<file path="src/rtl/pc_pkg.sv">
// Shared types and default vectors for the program counter with return-address stack.
package pc_pkg;

  typedef enum logic [1:0] {
    SEL_IMMED = 2'b00,
    SEL_STACK = 2'b01,
    SEL_INTR  = 2'b10,
    SEL_RST   = 2'b11
  } pc_sel_t;

  localparam int          DEF_ADDR_W      = 10;
  localparam int          DEF_STACK_DEPTH = 16;
  localparam logic [9:0]  DEF_INTR_VEC    = 10'h3FF;
  localparam logic [9:0]  DEF_RST_VEC     = 10'h000;

endpackage

</file>
<file path="src/rtl/ret_stack.sv">
// Hardware return-address LIFO: synchronous push, combinational top read,
// occupancy count with full/empty decode and overflow/underflow pulses.
module ret_stack #(
  parameter int ADDR_W      = 10,
  parameter int STACK_DEPTH = 16,
  localparam int CNT_W      = $clog2(STACK_DEPTH + 1),
  localparam int IDX_W      = $clog2(STACK_DEPTH)
) (
  input  logic              clk,
  input  logic              rst,
  input  logic              push,
  input  logic              pop,
  input  logic [ADDR_W-1:0] push_data,
  output logic [ADDR_W-1:0] top,
  output logic [CNT_W-1:0]  count,
  output logic              full,
  output logic              empty,
  output logic              overflow,
  output logic              underflow
);

  logic [ADDR_W-1:0] mem_r [STACK_DEPTH];
  logic [CNT_W-1:0]  cnt_r;
  logic [CNT_W-1:0]  cnt_nxt_s;
  logic [IDX_W-1:0]  top_idx_s;
  logic              full_s;
  logic              empty_s;
  logic              wr_en_s;
  logic              rd_en_s;

  assign full_s  = (cnt_r == CNT_W'(STACK_DEPTH));
  assign empty_s = (cnt_r == {CNT_W{1'b0}});
  assign wr_en_s = push & ~pop & ~full_s & ~rst;
  assign rd_en_s = pop & ~push & ~empty_s;

  // Next occupancy: one push or one pop per cycle, saturating at both ends.
  always_comb begin
    cnt_nxt_s = cnt_r;
    if (wr_en_s) begin
      cnt_nxt_s = cnt_r + CNT_W'(1);
    end else if (rd_en_s) begin
      cnt_nxt_s = cnt_r - CNT_W'(1);
    end else begin
      cnt_nxt_s = cnt_r;
    end
  end

  // Occupancy register.
  always_ff @(posedge clk) begin
    if (rst) begin
      cnt_r <= {CNT_W{1'b0}};
    end else begin
      cnt_r <= cnt_nxt_s;
    end
  end

  // Entry storage; contents are intentionally left uninitialised by reset.
  always_ff @(posedge clk) begin
    if (wr_en_s) begin
      mem_r[cnt_r[IDX_W-1:0]] <= push_data;
    end
  end

  // Top-of-stack index; low bits of a full count wrap to the last entry.
  always_comb begin
    top_idx_s = {IDX_W{1'b0}};
    if (!empty_s) begin
      top_idx_s = cnt_r[IDX_W-1:0] - IDX_W'(1);
    end else begin
      top_idx_s = {IDX_W{1'b0}};
    end
  end

  assign top       = mem_r[top_idx_s];
  assign count     = cnt_r;
  assign full      = full_s;
  assign empty     = empty_s;
  assign overflow  = push & ~pop & full_s;
  assign underflow = pop & ~push & empty_s;

endmodule

</file>
<file path="src/rtl/prog_counter_stk.sv">
// Program counter with load mux, RST > LD > INC > hold priority, integrated
// return-address stack and a sticky stack-error flag.
module prog_counter_stk
  import pc_pkg::*;
#(
  parameter int                ADDR_W      = DEF_ADDR_W,
  parameter int                STACK_DEPTH = DEF_STACK_DEPTH,
  parameter logic [ADDR_W-1:0] INTR_VEC    = ADDR_W'(DEF_INTR_VEC),
  parameter logic [ADDR_W-1:0] RST_VEC     = ADDR_W'(DEF_RST_VEC)
) (
  input  logic                               clk,
  input  logic                               RST,
  input  logic                               PC_LD,
  input  logic                               PC_INC,
  input  logic [1:0]                         PC_MUX_SEL,
  input  logic [ADDR_W-1:0]                  FROM_IMMED,
  input  logic                               PC_CALL,
  input  logic                               PC_RET,
  output logic [ADDR_W-1:0]                  PC_COUNT,
  output logic [$clog2(STACK_DEPTH+1)-1:0]   STK_CNT,
  output logic                               STK_FULL,
  output logic                               STK_EMPTY,
  output logic                               STK_ERR
);

  localparam int CNT_W = $clog2(STACK_DEPTH + 1);

  logic [ADDR_W-1:0] pc_r;
  logic [ADDR_W-1:0] pc_nxt_s;
  logic [ADDR_W-1:0] pc_inc_s;
  logic [ADDR_W-1:0] mux_s;
  logic [ADDR_W-1:0] stk_top_s;
  logic [CNT_W-1:0]  stk_cnt_s;
  logic              stk_full_s;
  logic              stk_empty_s;
  logic              stk_ovf_s;
  logic              stk_unf_s;
  logic              call_s;
  logic              ret_s;
  logic              illegal_s;
  logic              err_r;
  logic              err_nxt_s;
  pc_sel_t           sel_s;

  assign sel_s     = pc_sel_t'(PC_MUX_SEL);
  assign pc_inc_s  = pc_r + ADDR_W'(1);
  assign call_s    = PC_LD & PC_CALL & ~PC_RET;
  assign ret_s     = PC_LD & PC_RET & ~PC_CALL;
  assign illegal_s = PC_LD & PC_CALL & PC_RET;

  ret_stack #(
    .ADDR_W      (ADDR_W),
    .STACK_DEPTH (STACK_DEPTH)
  ) u_stack (
    .clk       (clk),
    .rst       (RST),
    .push      (call_s),
    .pop       (ret_s),
    .push_data (pc_inc_s),
    .top       (stk_top_s),
    .count     (stk_cnt_s),
    .full      (stk_full_s),
    .empty     (stk_empty_s),
    .overflow  (stk_ovf_s),
    .underflow (stk_unf_s)
  );

  // Load-source mux; the stack source sees the pre-edge top entry.
  always_comb begin
    mux_s = RST_VEC;
    case (sel_s)
      SEL_IMMED: mux_s = FROM_IMMED;
      SEL_STACK: mux_s = stk_top_s;
      SEL_INTR:  mux_s = INTR_VEC;
      SEL_RST:   mux_s = RST_VEC;
      default:   mux_s = RST_VEC;
    endcase
  end

  // Next PC by priority; a return from an empty stack recovers to the reset vector.
  always_comb begin
    pc_nxt_s = pc_r;
    if (PC_LD) begin
      if (ret_s && stk_empty_s) begin
        pc_nxt_s = RST_VEC;
      end else begin
        pc_nxt_s = mux_s;
      end
    end else if (PC_INC) begin
      pc_nxt_s = pc_inc_s;
    end else begin
      pc_nxt_s = pc_r;
    end
  end

  assign err_nxt_s = err_r | stk_ovf_s | stk_unf_s | illegal_s;

  // PC and sticky error registers.
  always_ff @(posedge clk) begin
    if (RST) begin
      pc_r  <= RST_VEC;
      err_r <= 1'b0;
    end else begin
      pc_r  <= pc_nxt_s;
      err_r <= err_nxt_s;
    end
  end

  assign PC_COUNT  = pc_r;
  assign STK_CNT   = stk_cnt_s;
  assign STK_FULL  = stk_full_s;
  assign STK_EMPTY = stk_empty_s;
  assign STK_ERR   = err_r;

endmodule
</file>
<file path="config.mk">
export PLATFORM = sky130hd
export DESIGN_NAME = prog_counter_stk
export DESIGN_NICKNAME = d
export VERILOG_FILES = /design/src/rtl/pc_pkg.sv /design/src/rtl/ret_stack.sv /design/src/rtl/prog_counter_stk.sv
export SDC_FILE = /design/constraint.sdc
export NUM_CORES = 1
export LEC_CHECK = 0
export CORE_ASPECT_RATIO = 1.2
export CORE_MARGIN = 2
export CORE_UTILIZATION = 40
export CTS_CLUSTER_SIZE = 8
export DETAILED_ROUTE_END_ITERATION = 6
export PLACE_DENSITY = 0.68
export SLEW_MARGIN = 0
export SYNTH_ARGS = -nofsm -noshare
export SYNTH_HDL_FRONTEND = slang
export SYNTH_HIERARCHICAL = 1
export SYNTH_SLANG_ARGS = --single-unit
</file>
<file path="constraint.sdc">
create_clock -name clk -period 4.2 [get_ports clk]
set_input_delay 0.42 -clock clk [delete_from_list [all_inputs] [get_ports clk]]
set_output_delay 0.42 -clock clk [all_outputs]
set_load 0.01 [all_outputs]
</file>
### Word level (Yosys, flattened, before mapping)

Memory sizes are Yosys's and may differ from the RTL's.
Index checks and enable logic that the tools add are counted.

| word-level totals | value |
|---|---|
| RAM bits | 160 |
| memory bits (read-only) | 0 |
| latch bits | 0 |
| memories kept | 1 |
| register bits | 16 |

Memories:

| memory | depth | bits a word | read ports | clocked after Yosys merged registers in | write ports | RTL line | RTL |
|---|---|---|---|---|---|---|---|
| u_stack.mem_r | 16 | 10 | 1 | 0 | 1 | ret_stack.sv:22 | `logic [ADDR_W-1:0] mem_r [STACK_DEPTH];` |

| operators by class | value |
|---|---|
| magnitude comparators | 0 |
| shift-type cells | 0 |
| div/mod/pow operators | 0 |
| bitwise gates (word level) | 22 |
| $mul | 0 |
| reduce and logical (&&, ||, !) cells | 5 |
| multiplexer cells | 9 |
| $add $sub $neg | 4 |
| equality and inequality tests | 4 |

Operators by type and width:

| operator | count |
|---|---|
| 10-bit one-hot mux with 4 select lines | 1 |
| 10-bit 2-to-1 mux | 3 |
| 1-bit AND | 12 |
| 10-bit by 1-bit adder with 10-bit output (second input constant) | 1 |
| 5-bit 2-to-1 mux | 2 |
| 1-bit NOT | 7 |
| 5-bit by 1-bit adder with 5-bit output (second input constant) | 1 |
| 5-bit equality test (second input constant) | 1 |
| 5-bit zero test | 1 |
| 5-bit by 1-bit subtractor with 5-bit output (second input constant) | 1 |
| 2-bit equality test (second input constant) | 2 |
| 4-bit 2-to-1 mux | 1 |
| 2-bit nonzero test | 2 |
| 4-bit by 1-bit subtractor with 4-bit output (second input constant) | 1 |
| 1-bit OR | 3 |
| 2-bit by 1-bit equality test with 1-bit output (second input constant) | 1 |
| 2-bit zero test | 1 |
| 1-bit 2-to-1 mux | 2 |
| 1-bit logical AND | 1 |

### Longest topological paths before layout

Gate-level depths: netlist (run 1).

| depth | value |
|---|---|
| depth after elaboration | 8 |
| mapped depth | 16 |

### Cells and area by module

The synthesis (run 1) kept the hierarchy.

By module, submodules not included:

| module | area each (um^2) | cells each | instances | sequential area each (um^2) |
|---|---|---|---|---|
| ret_stack | 7,195.7 | 510 | 1 | 4,904.7 |
| prog_counter_stk | 915.9 | 113 | 1 | 220.2 |

### Worst setup path after synthesis (run 1)

Ideal clock, no wire load.

| timing path | value |
|---|---|
| path kind | register -> register |
| start | reg u_stack.cnt_r[0] (netlist: u_stack/count[0]) |
| end | reg pc_r[9] (netlist: PC_COUNT[9]) |
| data required time | 4,113 ps |
| library setup time | 87 ps |
| clock period less this slack | 3,414 ps |
| cell stages (with the launch flop) | 16 |
| data arrival time | 3,327 ps |
| path slack | 786 ps |
| cell sequence | dfxtp_1 buf_2 inv_1 clkbuf_1 ha_1 nor3b_2 nand2b_1 buf_4 o21ba_2 or2_2 buf_2 o221ai_1 and2b_2 o2111ai_1 a2bb2o_4 a221oi_2 |

| on the way | value |
|---|---|
| cells in the longest elaborated chain, start to end | 6 |
| elaborated cells on any way between the ends | 8 |

RTL lines:

| what | RTL line | RTL |
|---|---|---|
| from (decl) | ret_stack.sv:23 | `logic [CNT_W-1:0] cnt_r;` |
| from (signal assigned) | ret_stack.sv:51 | `cnt_r <= {CNT_W{1'b0}};` |
| from (signal assigned) | ret_stack.sv:53 | `cnt_r <= cnt_nxt_s;` |
| 4-bit by 1-bit subtractor with 4-bit output or 5-bit zero test (tied branches) | ret_stack.sv:68, ret_stack.sv:32 |  |
| 4-bit 2-to-1 mux * | ret_stack.sv:67 | `if (!empty_s) begin` |
| memory read 16 x 10 bit * | -- |  |
| via stk_top_s[9] | prog_counter_stk.sv:32 | `logic [ADDR_W-1:0] stk_top_s;` |
| 10-bit one-hot mux with 4 select lines * | prog_counter_stk.sv:71 | `case (sel_s)` |
| 10-bit 2-to-1 mux * | prog_counter_stk.sv:84 | `if (ret_s && stk_empty_s) begin` |
| 10-bit 2-to-1 mux * | prog_counter_stk.sv:83 | `if (PC_LD) begin` |
| to (signal assigned) | prog_counter_stk.sv:104 | `pc_r <= pc_nxt_s;` |
| to (decl) | prog_counter_stk.sv:28 | `logic [ADDR_W-1:0] pc_r;` |

The timed path passes the listed nets; every way through them passes the cells marked *.
A chain may end at the register's enable or synchronous reset.

### Worst setup path after layout (run 1)

| timing path | value |
|---|---|
| start | reg u_stack.cnt_r[1] (netlist: u_stack/count[1]) |
| end | reg pc_r[9] (netlist: PC_COUNT[9]) |

Same word-level chain as after synthesis.

==> results of run 1 <==
[routing by layer]
metal | up-vias | part of all wire | wire length [um]
met1 | 2688 | 0.40 | 8010
met5 | - | 0 | 0
li1 | 2491 | - | -
met3 | 42 | 0.071 | 1410
met4 | 0 | 0.044 | 879
met2 | 281 | 0.48 | 9650
[cells by family after synthesis]
logic type      after synthesis
simple gates                174
xor+xnor                     15
mux                          41
buf+inv                      56
compound gates              151
flops                       176
fa+ha+maj                    10
[cell type report]
type,count,area share
inverters,12,0.00536
multi-input cells,391,0.293
clock buffers,17,0.0456
flip-flops and latches,176,0.550
well taps,265,0.0355
clock inverters,15,0.0177
repair buffers,55,0.0536
[worst max-delay path by stage]
stage,from,endpoint,slack (ps)
finish,u_stack/count[1],PC_COUNT[9],440
global route,u_stack/count[1],PC_COUNT[9],240
CTS,u_stack/count[1],PC_COUNT[9],500
detailed placement,u_stack/count[1],PC_COUNT[9],510
global placement,u_stack/count[1],PC_COUNT[9],650
floorplan,u_stack/count[0],PC_COUNT[9],790
[cell usage in the layout (no fill, tap or decap), types with 16 or more instances in the layout]
master           instances
mux2i_1                 22
clkbuf_16               17
nor3_1                  27
o221ai_1                43
edfxtp_1               160
clkdlybuf4s50_1         35
a21oi_1                 25
nor2_1                  62
buf_4                   20
nand2_1                 26
nand3_1                 16
mux2_2                  19
[stage by stage]
stage	area, um^2	util	total power [mW]	cells	worst slack (ps)
after floorplan	8110	-	2.59	623	786
after global placement	8740	0.436	2.84	899	647
after detailed placement	8740	0.436	2.86	899	514
after CTS	9330	0.466	4.41	931	501
after global routing	9330	0.466	4.55	931	243
final	9330	0.466	4.41	931	445
[flip-flops by register name, indices dropped and copies added (netlist names)]
| register | count |
|---|---|
| STK_ERR | 1 |
| u_stack/mem_r | 160 |
| PC_COUNT | 10 |
| u_stack/count | 5 |
[critical path, delay by kind of cell (launching register included)]
kind | cells | cell delay, ps
buffers and inverters | 1 | 150
AOI/OAI and AO/OA | 5 | 1320
DFF | 1 | 410
and+or+nand+nor | 4 | 1530
adders and majority gates | 1 | 250
[where the power goes]
| group | leakage (nW) | internal [mW] | total [mW] | switching [mW] |
|---|---|---|---|---|
| clock | 0.291 | 0.848 | 1.56 | 0.715 |
| combinational | 1.12 | 0.302 | 0.858 | 0.556 |
| sequential | 1.59 | 1.96 | 1.99 | 0.0252 |
| total | 3.00 | 3.11 | 4.41 | 1.30 |
==> summary.txt, run 1 <==
Outcome
  – Status: complete, no violations

Floorplanning
  – Row count: 57
  – Total core area: around 20000 um^2
  – Die W: 134 um
  – Die height: ~160 um
  – Die area: around 21000 um^2
  – Initial core utilization: 0.405
  – IO Count: 36

Clocking
  – Clk Latency, worst-skew pair: ~430 ps
  – Num CTS Buffers: 17
  – Longest Clk Path Bufs: 2
  – Postcts setup bufs: 0
  – Clock transition at the registers of the reported paths: around 70 ps
  – CTS Root Cell: clkbuf_16
  – CTS Sinks: ~180
  – Hold_buf cts: 0
  – PostCTS Resize Cnt: 0
  – CTS HTree Levels: 4
  – CTS tree: yes

Logic synthesis
  – Compound-gate portion of the synthesized area: 0.140
  – Ys flop type: edfxtp_1
  – Adder-cell share of the synthesized area: 0.0164
  – Ys async rst share: 0
  – Most frequent cell after synthesis: edfxtp_1
  – Most instantiated cells after synthesis: edfxtp_1, nor2_1, o221ai_1, nor3_1, nand2_1
  – Synth area leaders: edfxtp_1, o221ai_1, dfxtp_1
  – Number of flops mapped to enable cells by yosys: 160
  – Cell variety after synth: 63
  – Share of the synthesized area in the top cell type: 0.592
  – Syn Std Cell Area: roughly 8000 um^2
  – Post-synthesis simple-gate area fraction: 0.106
  – Synth warn: 6
  – Largest family of logic cells by synthesized area: compound AO/OA/AOI/OAI gates
  – Seq/Total Area, Yosys: 0.632
  – Syn avg cell area: 13.0 um^2
  – XOR/XNOR Fraction of Synth Area: 0.0162
  – Post-synthesis mux area share: 0.0535
  – Area leader, netlist: edfxtp_1
  – Synthesized instance count: between 600 and 700
  – Synthesized net count: between 600 and 700
  – Synth Register Bits: 176

Run
  – Total of max-cap violations: 0

Timing
  – Actual slew at the worst max-slew pin: about 1100 ps
  – Worst Skew: between 8 and 9 ps
  – Final worst path period need: around 3800 ps
  – Final Slew Violations: 0
  – Fmax: between 200 and 300 MHz
  – Unrepaired setup endpoints after global routing: false
  – Final period util: 0.894
  – Sum of negative setup slack: 0 ps
  – Relative slew slack: 0.284
  – Hold Fails Final Rpt: 0
  – Hold_ws: 539 ps
  – Final-report setup violation count: 0

Power and ir drop
  – Maximum vdd ir drop: approximately 320 uV
  – LEAKAGE: around 3.0 nW
  – Power per cell area: 472 nW/um^2

Final layout
  – Sequential Area: 5130 um^2
  – Syn-to-layout area delta: 15.0%
  – Antenna Cells: 0
  – Footprint of the multi-input gates: approximately 2700 um^2
  – Fillers: around 1700
  – Share of layout cells above drive strength 1: 0.140
  – Nets: slightly below 700

GRT
  – Initial antenna violation count: 0
  – Largest net degree at the start of global routing: 80
  – GR Overflow Total: 0
  – Met3 Usage GRT: 0.0276
  – Met1 usage: 0.247
  – Vias in the first global route: 5325
  – GRT Util Overall: 0.189
  – Routing usage on met2: 0.310
  – First-pass GRT wire length: between 30000 and 40000 um
  – GR peak layer: met2

Worst hold path
  – Worst Hold End: PC_COUNT[9]
  – HP Class: flip-flop to flip-flop
  – WHS Path Cells: 2
  – Hold Crit Start: PC_COUNT[9]

Worst setup path
  – Reg2reg setup slack: around 440 ps
  – Slowest CP cell: nor3b_2
  – CP endpoint kind: flip-flop
  – Worst r2r src: u_stack/count[1]
  – R2R Path End: PC_COUNT[9]
  – Critical Path Start Type: flip-flop
  – CP Max Fanout: 13
  – Cells on worst reg2reg path: 11
  – Critical Path Most Common Cell: nand2b_1
  – Crit path cell chain: inv_1 > ha_1 > nor3b_2 > nand2b_1 > o21ba_2 > nand2b_1 > o221ai_1 > and2b_2 > o2111ai_1 > a2bb2o_4 > a221oi_2
  – Setup CP Type: flip-flop to flip-flop
  – Worst path max stage delay: 590 ps
  – Worst endpoint required time: 4540 ps
  – Arr. time, crit path: approximately 4100 ps

Routing
  – Routed WL: ~20000 um
  – Drt initial violations: approximately 600
  – DR vias/cell: between 5 and 6
  – Number of routed nets with antenna violations: 0
  – WL/cell: between 20 and 25 um
  – Drt first pass iters: 5
  – Vias after detailed routing: 5502
  – # DRC: 0

Place
  – GPL Wtd Cong: slightly below 0.9
  – DP HPWL: roughly 13000 um
  – PortBufs: 35
Power figures use the tool's default switching activity.
==> run 2: changes to the inputs <==
--- a/config.mk
+++ b/config.mk
@@ -8,6 +8,7 @@
 export CORE_ASPECT_RATIO = 1.2
 export CORE_MARGIN = 2
 export CORE_UTILIZATION = 40
+export CTS_BUF_LIST = sky130_fd_sc_hd__clkbuf_8 sky130_fd_sc_hd__clkbuf_16
 export CTS_CLUSTER_SIZE = 8
 export DETAILED_ROUTE_END_ITERATION = 6
 export PLACE_DENSITY = 0.68
==> results of run 2 <==
The final DEF is identical to that of run 1; final timing and power are the same.
==> run 3: changes to the inputs <==
--- a/config.mk
+++ b/config.mk
@@ -5,6 +5,7 @@
 export SDC_FILE = /design/constraint.sdc
 export NUM_CORES = 1
 export LEC_CHECK = 0
+export CAP_MARGIN = 40
 export CORE_ASPECT_RATIO = 1.2
 export CORE_MARGIN = 2
 export CORE_UTILIZATION = 40
==> summary.txt, run 3 (same netlist as run 1, synthesis figures left out) <==
Outcome
  – Status: complete, no violations

GRT
  – Largest net degree at the start of global routing: 48 (-40%)
  – First-pass GRT wire length: 31500 um (+1.9%)
  – GRT Util Overall: 0.193 (+0.00383)
  – GR Overflow Total: 0 (unchanged)
  – Initial antenna violation count: 0 (unchanged)
  – Vias in the first global route: 5477 (+2.9%)

Worst setup path
  – Worst r2r src: u_stack/count[1]
  – Crit path cell chain: inv_1 > ha_1 > nor3b_2 > nand2b_1 > o21ba_2 > nand2b_1 > o221ai_1 > and2b_2 > o2111ai_1 > a2bb2o_4 > a221oi_2
  – Delay-heaviest family, CP: simple AND/OR/NAND/NOR gates
  – Reg2reg setup slack: 390 ps (-60 ps)
  – Critical Path Most Common Cell: nand2b_1
  – Slowest CP cell: nor3b_2
  – Worst path max stage delay: 600 ps (about the same)
  – CP endpoint kind: flip-flop
  – R2R Path End: PC_COUNT[9]
  – Worst endpoint required time: 4530 ps (about the same)
  – Critical Path Start Type: flip-flop
  – Sum of buffers and inverters on the critical path: 1 (unchanged)
  – Cells on worst reg2reg path: 11 (unchanged)
  – Setup CP Type: flip-flop to flip-flop
  – Arr. time, crit path: 4150 ps (+50 ps)
  – CP Max Fanout: 13 (unchanged)

Routing
  – # DRC: 0 (unchanged)
  – Vias after detailed routing: 5578 (+1.4%)
  – Drt first pass iters: 5 (unchanged)
  – Drt initial violations: 675 (+12%)
  – Routed WL: 20100 um (+0.69%)
  – DR vias/cell: 5.92 (+0.20%)
  – WL/cell: 21.3 um (-0.49%)
  – Number of routed nets with antenna violations: 0 (unchanged)

Floorplanning
  – Die W: 134 um (unchanged)
  – Die area: 21400 um^2 (unchanged)
  – Die height: 160 um (unchanged)
  – Total core area: 20000 um^2 (unchanged)
  – Initial core utilization: 0.405 (unchanged)
  – Row count: 57 (unchanged)
  – IO Count: 36 (unchanged)

Final layout
  – Antenna Cells: 0 (unchanged)
  – Non-Filler Instances: 942 (+1.2%)
  – Final Cell Area: 9490 um^2 (+1.7%)
  – Syn-to-layout area delta: 17.0%
  – Share of layout cells above drive strength 1: 0.155 (+0.0155)
  – Nets: 693 (+1.8%)
  – Most frequent cells in the layout: edfxtp_1, nor2_1, o221ai_1, clkdlybuf4s50_1, nor3_1
  – Commonest non-fill, non-tap cell in the layout: edfxtp_1
  – Max reg flops: 160 (unchanged)

Place
  – DP HPWL: 13200 um (+3.2%)
  – GPL Wtd Cong: 0.878 (unchanged)
  – PortBufs: 35 (unchanged)
  – Placed cells: 910 (+1.2%)
  – DP Area: 8850 um^2 (+1.3%)

Worst hold path
  – WHS Path Cells: 2 (unchanged)
  – Hold Crit Start: PC_COUNT[9]
  – HP Class: flip-flop to flip-flop
  – Worst Hold End: PC_COUNT[9]

Clocking
  – CTS HTree Levels: 4 (unchanged)
  – Clk Latency, worst-skew pair: 420 ps (about the same)
  – Num CTS Buffers: 17 (unchanged)
  – Longest Clk Path Bufs: 2 (unchanged)
  – CTS Root Cell: clkbuf_16
  – PostCTS Resize Cnt: 0 (unchanged)
  – Hold_buf cts: 0 (unchanged)
  – Postcts setup bufs: 0 (unchanged)
  – CTS tree: yes
  – CTS Sinks: 176 (unchanged)
  – Clock transition at the registers of the reported paths: 70 ps (about the same)

Power and ir drop
  – Clk network pwr share: 0.372 (+0.017)
  – LEAKAGE: 3.10 nW (+3.1%)
  – Share of power burned in registers: 0.436 (-0.015)
  – P_sw: 1.27 mW (-2.2%)
  – Power per cell area: 479 nW/um^2 (+1.5%)
  – Logic pwr share: 0.192 (-0.003)
  – Sw frac: 0.279 (-0.0154)
  – Maximum vdd ir drop: 250 uV (-22%)
  – Internal: 3.28 mW (+5.5%)

Timing
  – Final worst path period need: 3810 ps (+56.9 ps)
  – Sum of negative setup slack: 0 ps (unchanged)
  – Unrepaired setup endpoints after global routing: false
  – Final period util: 0.908 (+0.0136)
  – Final-report setup violation count: 0 (unchanged)
  – Hold Fails Final Rpt: 0 (unchanged)
  – Relative slew slack: 0.386 (+0.102)
  – Final Slew Violations: 0 (unchanged)
  – Actual slew at the worst max-slew pin: 917 ps (-156 ps)
  – Hold_ws: 534 ps (-5.74 ps)
  – Worst Skew: 13.0 ps (+4.96 ps)
  – Fmax: 262 MHz (-1.5%)

Run
  – Total of max-cap violations: 0 (unchanged)
==> run 3: cell count changes in the layout (fill, tap and decap cells not counted), sizes merged <==
cell	previous run	this run
bufinv	1	4
buf	20	32
clkinv	5	4
inv	21	18
==> run 3: power by group through the flow <==
stage	Clock (mW)	Sequential, mW	Combinational (mW)
floorplan	0	2.02	0.567
finish	1.69	1.98	0.875
detailed placement	0	2.02	0.854
global route	1.78	1.99	0.934
global placement	0	2.02	0.822
CTS	1.70	1.98	0.861
==> run 3: area by class of cell <==
cell class,count,area [um^2]
sequential,176,5130
fill,1694,10500
multi-input combinational,391,2730
tap,265,332
inverter,12,50.0
timing repair buffer,67,626
clock inverter,14,201
clock buffer,17,425
==> run 3: metrics by stage <==
stage / setup slack (ps) / power [mW] / util
final: 388 / 4.55 / 0.474
after detailed placement: 521 / 2.88 / 0.442
after CTS: 428 / 4.55 / 0.473
after global routing: 195 / 4.70 / 0.474
after global placement: 647 / 2.84 / 0.436
after floorplan: 786 / 2.59 / -
==> run 3: how the worst max path moves through the flow <==
stage	from	to	slack, ps	cells past startpoint
after floorplan	u_stack/count[0]	PC_COUNT[9]	790	15
after global placement	u_stack/count[1]	PC_COUNT[9]	650	12
after detailed placement	u_stack/count[1]	PC_COUNT[9]	520	11
after CTS	u_stack/count[1]	PC_COUNT[9]	430	11
after global routing	u_stack/count[1]	PC_COUNT[9]	200	11
final	u_stack/count[1]	PC_COUNT[9]	390	11
==> run 3: tightest hold or removal path, cell delays in order (launching register included) <==
cell and delay [ps]:
dfxtp_1 350, inv_1 80, a221oi_2 50
==> run 3: metal layers <==
metal | global-route usage | share of wire
met5 | 0 | 0
met4 | 0.0851 | 0.038
met3 | 0.0295 | 0.070
met2 | 0.314 | 0.49
met1 | 0.256 | 0.41
